==> config.mk <==
export PLATFORM = sky130hd
export DESIGN_NAME = inst_encoder
export DESIGN_NICKNAME = d
export VERILOG_FILES = /design/src/rtl/inst_encoder.sv
export SDC_FILE = /design/constraint.sdc
export NUM_CORES = 1
export LEC_CHECK = 0
export CAP_MARGIN = 15
export CORE_MARGIN = 8
export CORE_UTILIZATION = 45
export DETAILED_ROUTE_END_ITERATION = 6
export PLACE_DENSITY = 0.82
export SLEW_MARGIN = 20
export SYNTH_ARGS = -nofsm -noshare
export SYNTH_HDL_FRONTEND = slang
export SYNTH_SLANG_ARGS = --single-unit
export TNS_END_PERCENT = 20
==> constraint.sdc <==
create_clock -name clk -period 3.1 [get_ports clk]
set_clock_uncertainty 0.2 [all_clocks]
set_input_delay 0.465 -clock clk [delete_from_list [all_inputs] [get_ports clk]]
set_output_delay 0.465 -clock clk [all_outputs]
set_load 0.005 [all_outputs]
==> src/rtl/inst_encoder.sv <==
// Packs instruction field bundles into 32-bit VMIPS words and writes them to
// instruction memory at consecutive addresses using a write/ack handshake.
module inst_encoder #(
    parameter int ADDR_W = 8,
    parameter int DEPTH  = 256
) (
    input  logic              clk,
    input  logic              reset_n,
    input  logic              start,
    input  logic              in_valid,
    output logic              in_ready,
    input  logic [2:0]        in_fmt,
    input  logic [5:0]        in_op,
    input  logic [4:0]        in_rs,
    input  logic [4:0]        in_rt,
    input  logic [4:0]        in_rd,
    input  logic [4:0]        in_shamt,
    input  logic [5:0]        in_funct,
    input  logic [15:0]       in_imm,
    input  logic [25:0]       in_target,
    input  logic              in_last,
    output logic              mem_we,
    output logic [ADDR_W-1:0] mem_addr,
    output logic [31:0]       mem_wdata,
    input  logic              mem_ack,
    output logic              busy,
    output logic              done,
    output logic              err_illegal,
    output logic              err_overflow,
    output logic [ADDR_W:0]   word_count
);

    typedef enum logic [1:0] {S_IDLE, S_ACCEPT, S_WRITE, S_DONE} state_t;

    localparam logic [ADDR_W:0]   DEPTH_C   = (ADDR_W + 1)'(DEPTH);
    localparam logic [ADDR_W:0]   CNT_ONE   = (ADDR_W + 1)'(1);
    localparam logic [ADDR_W-1:0] ADDR_ONE  = ADDR_W'(1);

    state_t              state_q, state_d;
    logic [ADDR_W-1:0]   addr_q, addr_d;
    logic [31:0]         wdata_q, wdata_d;
    logic [ADDR_W:0]     count_q, count_d;
    logic                ill_q, ill_d;
    logic                ovf_q, ovf_d;
    logic                last_q, last_d;

    logic [31:0]         enc_word;
    logic                enc_legal;
    logic [ADDR_W:0]     count_inc;

    always_comb begin
        enc_word  = '0;
        enc_legal = 1'b1;
        case (in_fmt)
            3'd0:    enc_word = {6'b0, in_rs, in_rt, in_rd, in_shamt, in_funct};
            3'd1:    enc_word = {in_op, in_rs, in_rt, in_imm};
            3'd2:    enc_word = {in_op, in_target};
            // Vector-imm leaves bit 10 clear so rd sits where the decoder expects it.
            3'd3:    enc_word = {in_op, in_rs, in_rt, in_rd, 1'b0, in_imm[9:0]};
            3'd4:    enc_word = {in_op, in_rs, in_rt, in_rd, in_shamt, in_funct};
            default: enc_legal = 1'b0;
        endcase
        if (in_fmt != 3'd0 && in_op == 6'b0) begin
            enc_legal = 1'b0;
        end
    end

    assign count_inc = count_q + CNT_ONE;

    always_comb begin
        state_d = state_q;
        addr_d  = addr_q;
        wdata_d = wdata_q;
        count_d = count_q;
        ill_d   = ill_q;
        ovf_d   = ovf_q;
        last_d  = last_q;
        case (state_q)
            S_IDLE: begin
                if (start) begin
                    state_d = S_ACCEPT;
                    addr_d  = '0;
                    count_d = '0;
                    ill_d   = 1'b0;
                    ovf_d   = 1'b0;
                end
            end
            S_ACCEPT: begin
                if (in_valid) begin
                    if (enc_legal) begin
                        wdata_d = enc_word;
                        last_d  = in_last;
                        state_d = S_WRITE;
                    end else begin
                        ill_d = 1'b1;
                        if (in_last) begin
                            state_d = S_DONE;
                        end
                    end
                end
            end
            S_WRITE: begin
                if (mem_ack) begin
                    addr_d  = addr_q + ADDR_ONE;
                    count_d = count_inc;
                    if (last_q) begin
                        state_d = S_DONE;
                    end else if (count_inc == DEPTH_C) begin
                        ovf_d   = 1'b1;
                        state_d = S_DONE;
                    end else begin
                        state_d = S_ACCEPT;
                    end
                end
            end
            default: state_d = S_IDLE;
        endcase
    end

    always_ff @(posedge clk or negedge reset_n) begin
        if (!reset_n) begin
            state_q <= S_IDLE;
            addr_q  <= '0;
            wdata_q <= '0;
            count_q <= '0;
            ill_q   <= 1'b0;
            ovf_q   <= 1'b0;
            last_q  <= 1'b0;
        end else begin
            state_q <= state_d;
            addr_q  <= addr_d;
            wdata_q <= wdata_d;
            count_q <= count_d;
            ill_q   <= ill_d;
            ovf_q   <= ovf_d;
            last_q  <= last_d;
        end
    end

    assign in_ready     = (state_q == S_ACCEPT);
    assign mem_we       = (state_q == S_WRITE);
    assign busy         = (state_q == S_ACCEPT) || (state_q == S_WRITE);
    assign done         = (state_q == S_DONE);
    assign mem_addr     = addr_q;
    assign mem_wdata    = wdata_q;
    assign word_count   = count_q;
    assign err_illegal  = ill_q;
    assign err_overflow = ovf_q;

endmodule
==> flow_metrics.env, run 1 <==
export IMPL_outcome="finished clean"
export IMPL_max_freq_mhz=365
export IMPL_synth_most_common_cell="a21oi_1"
export IMPL_dieArea_sq_mm=0.00976
export IMPL_synth_area_per_cell_sq_um=8.74
export IMPL_io_pins=138
export IMPL_fp_dieW_microns=98.8
export IMPL_yosysTopAreaCell="dfrtp_1"
export IMPL_grt_pass1_vias=3103
export IMPL_cts_buffer_depth=2
export IMPL_fin_tns_setup_ns=0
export IMPL_slew_violations=0
export IMPL_hold_viol_final=0
export IMPL_syn_nets=443
export IMPL_synth_top_area_share_pct=43.8
export IMPL_area_delta_synth_final_pct=49.0
export IMPL_drtAntennaViolNets=0
export IMPL_dp_cells=554
export IMPL_yosysSeqAreaShare_pct=43.8
export IMPL_period_needed_ns=2.74
export IMPL_p_leak_nw=1.89
export IMPL_setup_ws_ns=0.360
export IMPL_clock_sinks=54
export IMPL_cellPowerDensity_mw_per_mm2=658
export IMPL_worstPathMaxFanout=17
export IMPL_place_port_buffers=137
export IMPL_slew_headroom_pct=40.0
export IMPL_diodes=0
export IMPL_grt_antenna_before_repair=0
export IMPL_wl_per_cell_microns=16.9
export IMPL_worst_pin_slew_ns=0.875
export IMPL_postLayoutCoreUtil_pct=68.4
export IMPL_setup_viol=0
export IMPL_fin_total_pwr_mw=3.02
export IMPL_routabilityCongestion=0.899
export IMPL_initial_utilization_pct=45.9
export IMPL_cpPeakStageDelay_ns=0.62
export IMPL_cp_end_kind="output port"
export IMPL_root_buffer="clkbuf_8"
export IMPL_clk_latency_ns=0.30
export IMPL_route_vias_total=3058
export IMPL_drt_initial_drc_count=84
export IMPL_post_cts_setup_buffers=0
export IMPL_drv_cap=0
export IMPL_ir_drop_uv=278
export IMPL_chipHeight_microns=98.8
export IMPL_clk_pin_slew_ns=0.10
export IMPL_grt_use_total_pct=19.4
export IMPL_critPathSlowestCell="clkdlybuf4s50_1"
export IMPL_fin_crit_sh_pct=88.4
export IMPL_synth_cell_types=45
export IMPL_fin_nets=572
export IMPL_netlist_area_sq_mm=0.00308
export IMPL_critPathArrivalTime_ns=2.08
export IMPL_synth_common_cells="a21oi_1 (56), dfrtp_1 (54), nor2_1 (54), nand2_1 (21), a22oi_1 (16)"
export IMPL_fp_coreArea_sq_mm=0.00672
export IMPL_synthTopCellsByArea="dfrtp_1 (44%), a21oi_1 (9.1%), nor2_1 (6.6%)"
export IMPL_path_class="flip-flop to output port"
export IMPL_cp_required_ns=2.43
export IMPL_start_kind="flip-flop"
export IMPL_synth_flop_cell="dfrtp_1"
export IMPL_drtPass1Iterations=5
export IMPL_dpl_worst_slack_ns=0.231
export IMPL_via_per_inst=5.43
export IMPL_fill_cells=540
export IMPL_path_delay_family="buffers and inverters"
export IMPL_instances_no_fill=563
export IMPL_post_route_drc_count=0
export IMPL_gr_total_overflow=0
export IMPL_synth_seq_cells=54
export IMPL_rsz0062_at_grt="false"
export IMPL_synth_edf_count=0
export IMPL_cts_tree="done"
export IMPL_grt_pass1_wl_mm=15.3
export IMPL_drive_gt1_share_pct=5.38
export IMPL_path_buf_inv=2
export IMPL_ys_warn_count=0
export IMPL_htree_levels=2
export IMPL_syn_inst=353
export IMPL_path_cells="inv_1, ha_1, clkdlybuf4s50_1"
export IMPL_grt_start_max_net_pins=63
export IMPL_num_rows=30
export IMPL_cts_buffers=5
export IMPL_synthArstFlopShare_pct=100
export IMPL_hp_class="flip-flop to flip-flop"
export IMPL_wirelength_mm=9.49
export IMPL_dp_hpwl_mm=7.62
-- layer usage --
layer  routed length, microns  part of all wire (%)  track usage (%)  vias up
met5                        0                     0                0        -
met4                       96                   1.0             4.37        0
met3                      980                    10             9.37        8
met2                     4480                    47             32.5      118
met1                     3940                    41             21.6     1421
li1                         -                     -                -     1511
-- power by group --
part	switching, mW	leakage [nW]	internal, mW
sequential	0.189	0.677	0.956
combinational	0.639	1.16	0.782
clock	0.218	0.0524	0.242
-- stage by stage --
stage | instance area (sq um) | hold slack (ns)
after floorplan | 3080 | -0.0306
after CTS | 4600 | 0.339
after global placement | 4480 | 0.208
after global routing | 4600 | 0.357
after detailed placement | 4480 | 0.212
final | 4600 | 0.339
-- cells by family (layout without fill, tap and decap cells) --
family | count (synthesis) | count (layout) | synth area share (%)
AOI/OAI and AO/OA | 109 | 109 | 21.8
xor gates and xnor gates | 6 | 6 | 1.70
adders and majority gates | 7 | 7 | 2.84
buffers and inverters | 35 | 165 | 5.84
DFF | 54 | 54 | 43.8
muxes | 10 | 10 | 3.65
and+or+nand+nor | 132 | 132 | 20.4
-- worst reg2reg max path, delay by kind of cell, from the launching register on --
| kind | cells | cell delay, ns |
|---|---|---|
| compound gates | 3 | 0.59 |
| fa+ha+maj | 1 | 0.58 |
| buf+inv | 2 | 0.45 |
| flops | 1 | 0.42 |
| simple gates | 2 | 0.27 |
-- registers in the layout (all words and copies together) (netlist names) --
signal	cells
err_illegal	1
state_q	2
mem_wdata	32
word_count	9
err_overflow	1
last_q	1
mem_addr	8
-- layout by cell type, fill, tap and decap left out, types with 8 or more instances in the layout --
master and instances:
nor2b_1 14, dfrtp_1 54, inv_1 11, clkdlybuf4s50_1 136, nand3_1 14, a21oi_1 56
buf_4 8, a22oi_1 16, nand2_1 21, nor2_1 54
-- timing repair --
item | CTS | global route
gates resized for setup | 0 | 0
hold buffers | 1 | 0
endpoints found under the hold margin | 17 | 0
-- path summary, 6_finish.rpt --
path | end | slack (ns) | startpoint | cells after the start
worst max-delay path | mem_we | 0.36 | state_q[0] | 3
worst min register to register | mem_wdata[27] | 0.34 | mem_wdata[27] | 2
max in group asynchronous | mem_wdata[9] | 1.48 | reset_n | 3
worst max register to register | word_count[4] | 0.49 | state_q[0] | 8
min in group asynchronous | word_count[3] | 0.41 | reset_n | 2
worst min-delay path | mem_wdata[27] | 0.34 | mem_wdata[27] | 2
-- area by class of cell --
class | count | area, sq um | area share, %
Sequential cell | 54 | 1350 | 29.4
Multi-Input combinational cell | 264 | 1560 | 34.0
Clock buffer | 7 | 76.3 | 1.66
Inverter | 11 | 41.3 | 0.898
Clock inverter | 1 | 30.0 | 0.653
Timing Repair Buffer | 146 | 1440 | 31.3
Tap cell | 80 | 100 | 2.18
No activity file was read; power rests on OpenSTA's default activity.
==> run 2: changes to the inputs <==
--- a/config.mk
+++ b/config.mk
@@ -5,11 +5,14 @@
 export SDC_FILE = /design/constraint.sdc
 export NUM_CORES = 1
 export LEC_CHECK = 0
+export ABC_AREA = 1
+export ABC_CLOCK_PERIOD_IN_PS = 3100
 export CAP_MARGIN = 15
 export CORE_MARGIN = 8
 export CORE_UTILIZATION = 45
 export DETAILED_ROUTE_END_ITERATION = 6
-export PLACE_DENSITY = 0.82
+export GPL_ROUTABILITY_DRIVEN = 0
+export PLACE_DENSITY = 0.81
 export SLEW_MARGIN = 20
 export SYNTH_ARGS = -nofsm -noshare
 export SYNTH_HDL_FRONTEND = slang
==> run 2 against run 1 <==
Critical path depth is 6 higher. Core utilization decreased by 0.31 points. Via count increased by 6.0%. Die area grew 1.1%. Hold slack lost 0.31 ns. Design area rose by 0.11%. Clock power is 19% lower.
==> flow_metrics.env, run 2 <==
export IMPL_drt_initial_drc_count=135
export IMPL_design_area_sq_mm=0.00460
export IMPL_root_buffer="clkbuf_8"
export IMPL_clk_latency_ns=0.30
export IMPL_p_leak_nw=2.19
export IMPL_dp_cells=624
export IMPL_comb_power_share_pct=47.2
export IMPL_clk_pin_slew_ns=0.09
export IMPL_synth_top_area_share_pct=43.2
export IMPL_via_per_inst=5.13
export IMPL_fp_dieW_microns=99.3
export IMPL_htree_levels=2
export IMPL_fin_crit_sh_pct=81.5
export IMPL_placed_cell_area_sq_mm=0.00452
export IMPL_path_cells="inv_1, ha_1, inv_1, nor2_1, nor2_2, inv_1, nor2_2, inv_1, a21oi_1"
export IMPL_synth_area_per_cell_sq_um=7.51
export IMPL_cts_buffers=5
export IMPL_post_cts_setup_buffers=0
export IMPL_place_port_buffers=137
export IMPL_hp_class="input pin to async pin"
export IMPL_path_buf_inv=4
export IMPL_synth_cell_types=29
export IMPL_route_vias_total=3240
export IMPL_grt_pass1_wl_mm=15.6
export IMPL_initial_utilization_pct=46.3
export IMPL_drtAntennaViolNets=0
export IMPL_num_rows=30
export IMPL_drive_gt1_share_pct=4.90
export IMPL_fp_coreArea_sq_mm=0.00676
export IMPL_grt_use_total_pct=19.3
export IMPL_gr_total_overflow=0
export IMPL_cp_end_kind="flip-flop"
export IMPL_switching_power_mw=1.01
export IMPL_critPathArrivalTime_ns=2.55
export IMPL_dp_hpwl_mm=7.76
export IMPL_synthArstFlopShare_pct=100
export IMPL_cts_hold_fix_buffers=0
export IMPL_dieArea_sq_mm=0.00987
export IMPL_post_route_drc_count=0
export IMPL_cpMostUsedCell="inv_1"
export IMPL_ir_drop_uv=294
export IMPL_yosysTopAreaCell="dfrtp_1"
export IMPL_max_freq_mhz=396
export IMPL_diodes=0
export IMPL_clock_sinks=54
export IMPL_fill_cells=579
export IMPL_syn_nets=506
export IMPL_critPathSlowestCell="dfrtp_1"
export IMPL_slew_headroom_pct=50.4
export IMPL_syn_inst=416
export IMPL_synth_seq_cells=54
export IMPL_synth_common_cells="nand2_1 (127), dfrtp_1 (54), inv_1 (53), o21ai_0 (46), nor2_1 (32)"
export IMPL_ys_warn_count=0
export IMPL_seqPwrFrac_pct=39.5
export IMPL_synth_flop_cell="dfrtp_1"
export IMPL_worst_pin_slew_ns=0.744
export IMPL_grt_pass1_vias=3406
export IMPL_grt_antenna_before_repair=0
export IMPL_period_needed_ns=2.53
export IMPL_fin_tns_setup_ns=0
export IMPL_clockPowerShare_pct=13.2
export IMPL_p_int_mw=1.81
export IMPL_chipHeight_microns=99.3
export IMPL_mostFrequentLayoutCell="clkdlybuf4s50_1"
export IMPL_setup_viol=0
export IMPL_grt_start_max_net_pins=36
export IMPL_drtPass1Iterations=5
export IMPL_switching_share_pct=36.0
export IMPL_drv_cap=0
export IMPL_area_delta_synth_final_pct=47.2
export IMPL_layout_common_cells="clkdlybuf4s50_1 (136), nand2_1 (127), dfrtp_1 (54)"
export IMPL_cellPowerDensity_mw_per_mm2=613
export IMPL_outcome="finished clean"
export IMPL_path_delay_family="simple AND/OR/NAND/NOR gates"
export IMPL_rsz0062_at_grt="false"
export IMPL_synthTopCellsByArea="dfrtp_1 (43%), nand2_1 (15%), o21ai_0 (7.4%)"
export IMPL_wirelength_mm=9.66
export IMPL_cpPeakStageDelay_ns=0.44
export IMPL_cts_buffer_depth=2
export IMPL_fin_nets=641
export IMPL_cts_resized=0
export IMPL_synth_edf_count=0
export IMPL_largest_reg_flops=32
export IMPL_cp_required_ns=3.13
export IMPL_wl_per_cell_microns=15.3
export IMPL_io_pins=138
export IMPL_instances_no_fill=631
export IMPL_yosysSeqAreaShare_pct=43.2
export IMPL_start_kind="flip-flop"
export IMPL_synth_most_common_cell="nand2_1"
export IMPL_worstPathMaxFanout=12
export IMPL_slew_violations=0
export IMPL_netlist_area_sq_mm=0.00313
export IMPL_hold_viol_final=0
export IMPL_path_class="flip-flop to flip-flop"
export IMPL_cts_tree="done"
[run 2: changes by cell type after synthesis, moves of 6 or more]
cell and delta:
a21oi_1 -47, a22o_1 +7, a22oi_1 -16, clkbuf_1 -11, inv_1 +42, mux2_2 -6
nand2_1 +106, nand3_1 +13, nor2_1 -22, nor2b_1 -14, o21ai_0 +40
[run 2: logic make-up after synthesis]
family / share of synthesized area [%]
simple gates: 28.2
flops: 43.2
compound gates: 15.1
buf+inv: 10.4
xor+xnor: 0.280
fa+ha+maj: 2.80
[run 2: area by class of cell]
class / instances / area (sq um) / share of cell area, %
clock inverter: 2 / 10.0 / 0.218
timing repair buffer: 143 / 1410 / 30.7
tap: 80 / 100 / 2.18
inverter: 56 / 210 / 4.57
sequential: 54 / 1350 / 29.4
clock buffer: 5 / 68.8 / 1.50
multi-input combinational: 291 / 1450 / 31.5
[run 2: final timing paths]
kind	from	endpoint	slack, ns	depth (start not counted)
min	reset_n	word_count[7]	0.02	1
max in group asynchronous	reset_n	mem_wdata[11]	2.03	2
max	state_q[0]	mem_addr[0]	0.57	9
min in group clk	mem_wdata[15]	mem_wdata[15]	0.28	2
max reg2reg	state_q[0]	mem_addr[0]	0.57	9
min reg2reg	mem_wdata[15]	mem_wdata[15]	0.28	2
[run 2: power groups by stage]
stage / logic [mW] / registers, mW / clock network (mW)
floorplan: 0.570 / 1.11 / 0
global placement: 1.31 / 1.12 / 0
detailed placement: 1.35 / 1.13 / 0
CTS: 1.35 / 1.12 / 0.385
global route: 1.48 / 1.14 / 0.402
finish: 1.33 / 1.12 / 0.373
[run 2: layer usage]
layer	vias to the layer above	track usage, %	part of all wire (%)
met3	12	9.92	12
met1	1497	19.9	38
met5	-	0	0
li1	1600	-	-
met4	0	4.77	1.3
met2	131	33.9	49
[run 2: per-stage QoR]
stage | hold slack [ns] | worst slack, ns | power, mW | utilization, %
6_report | 0.0242 | 0.574 | 2.82 | 68.1
5_1_grt | 0.0654 | 0.290 | 3.03 | 68.1
4_1_cts | 0.0426 | 0.561 | 2.85 | 68.1
3_5_place_dp | 0.258 | 0.439 | 2.47 | 66.9
3_3_place_gp | 0.254 | 0.495 | 2.43 | 66.9
2_1_floorplan | -0.0306 | 1.21 | 1.68 | -
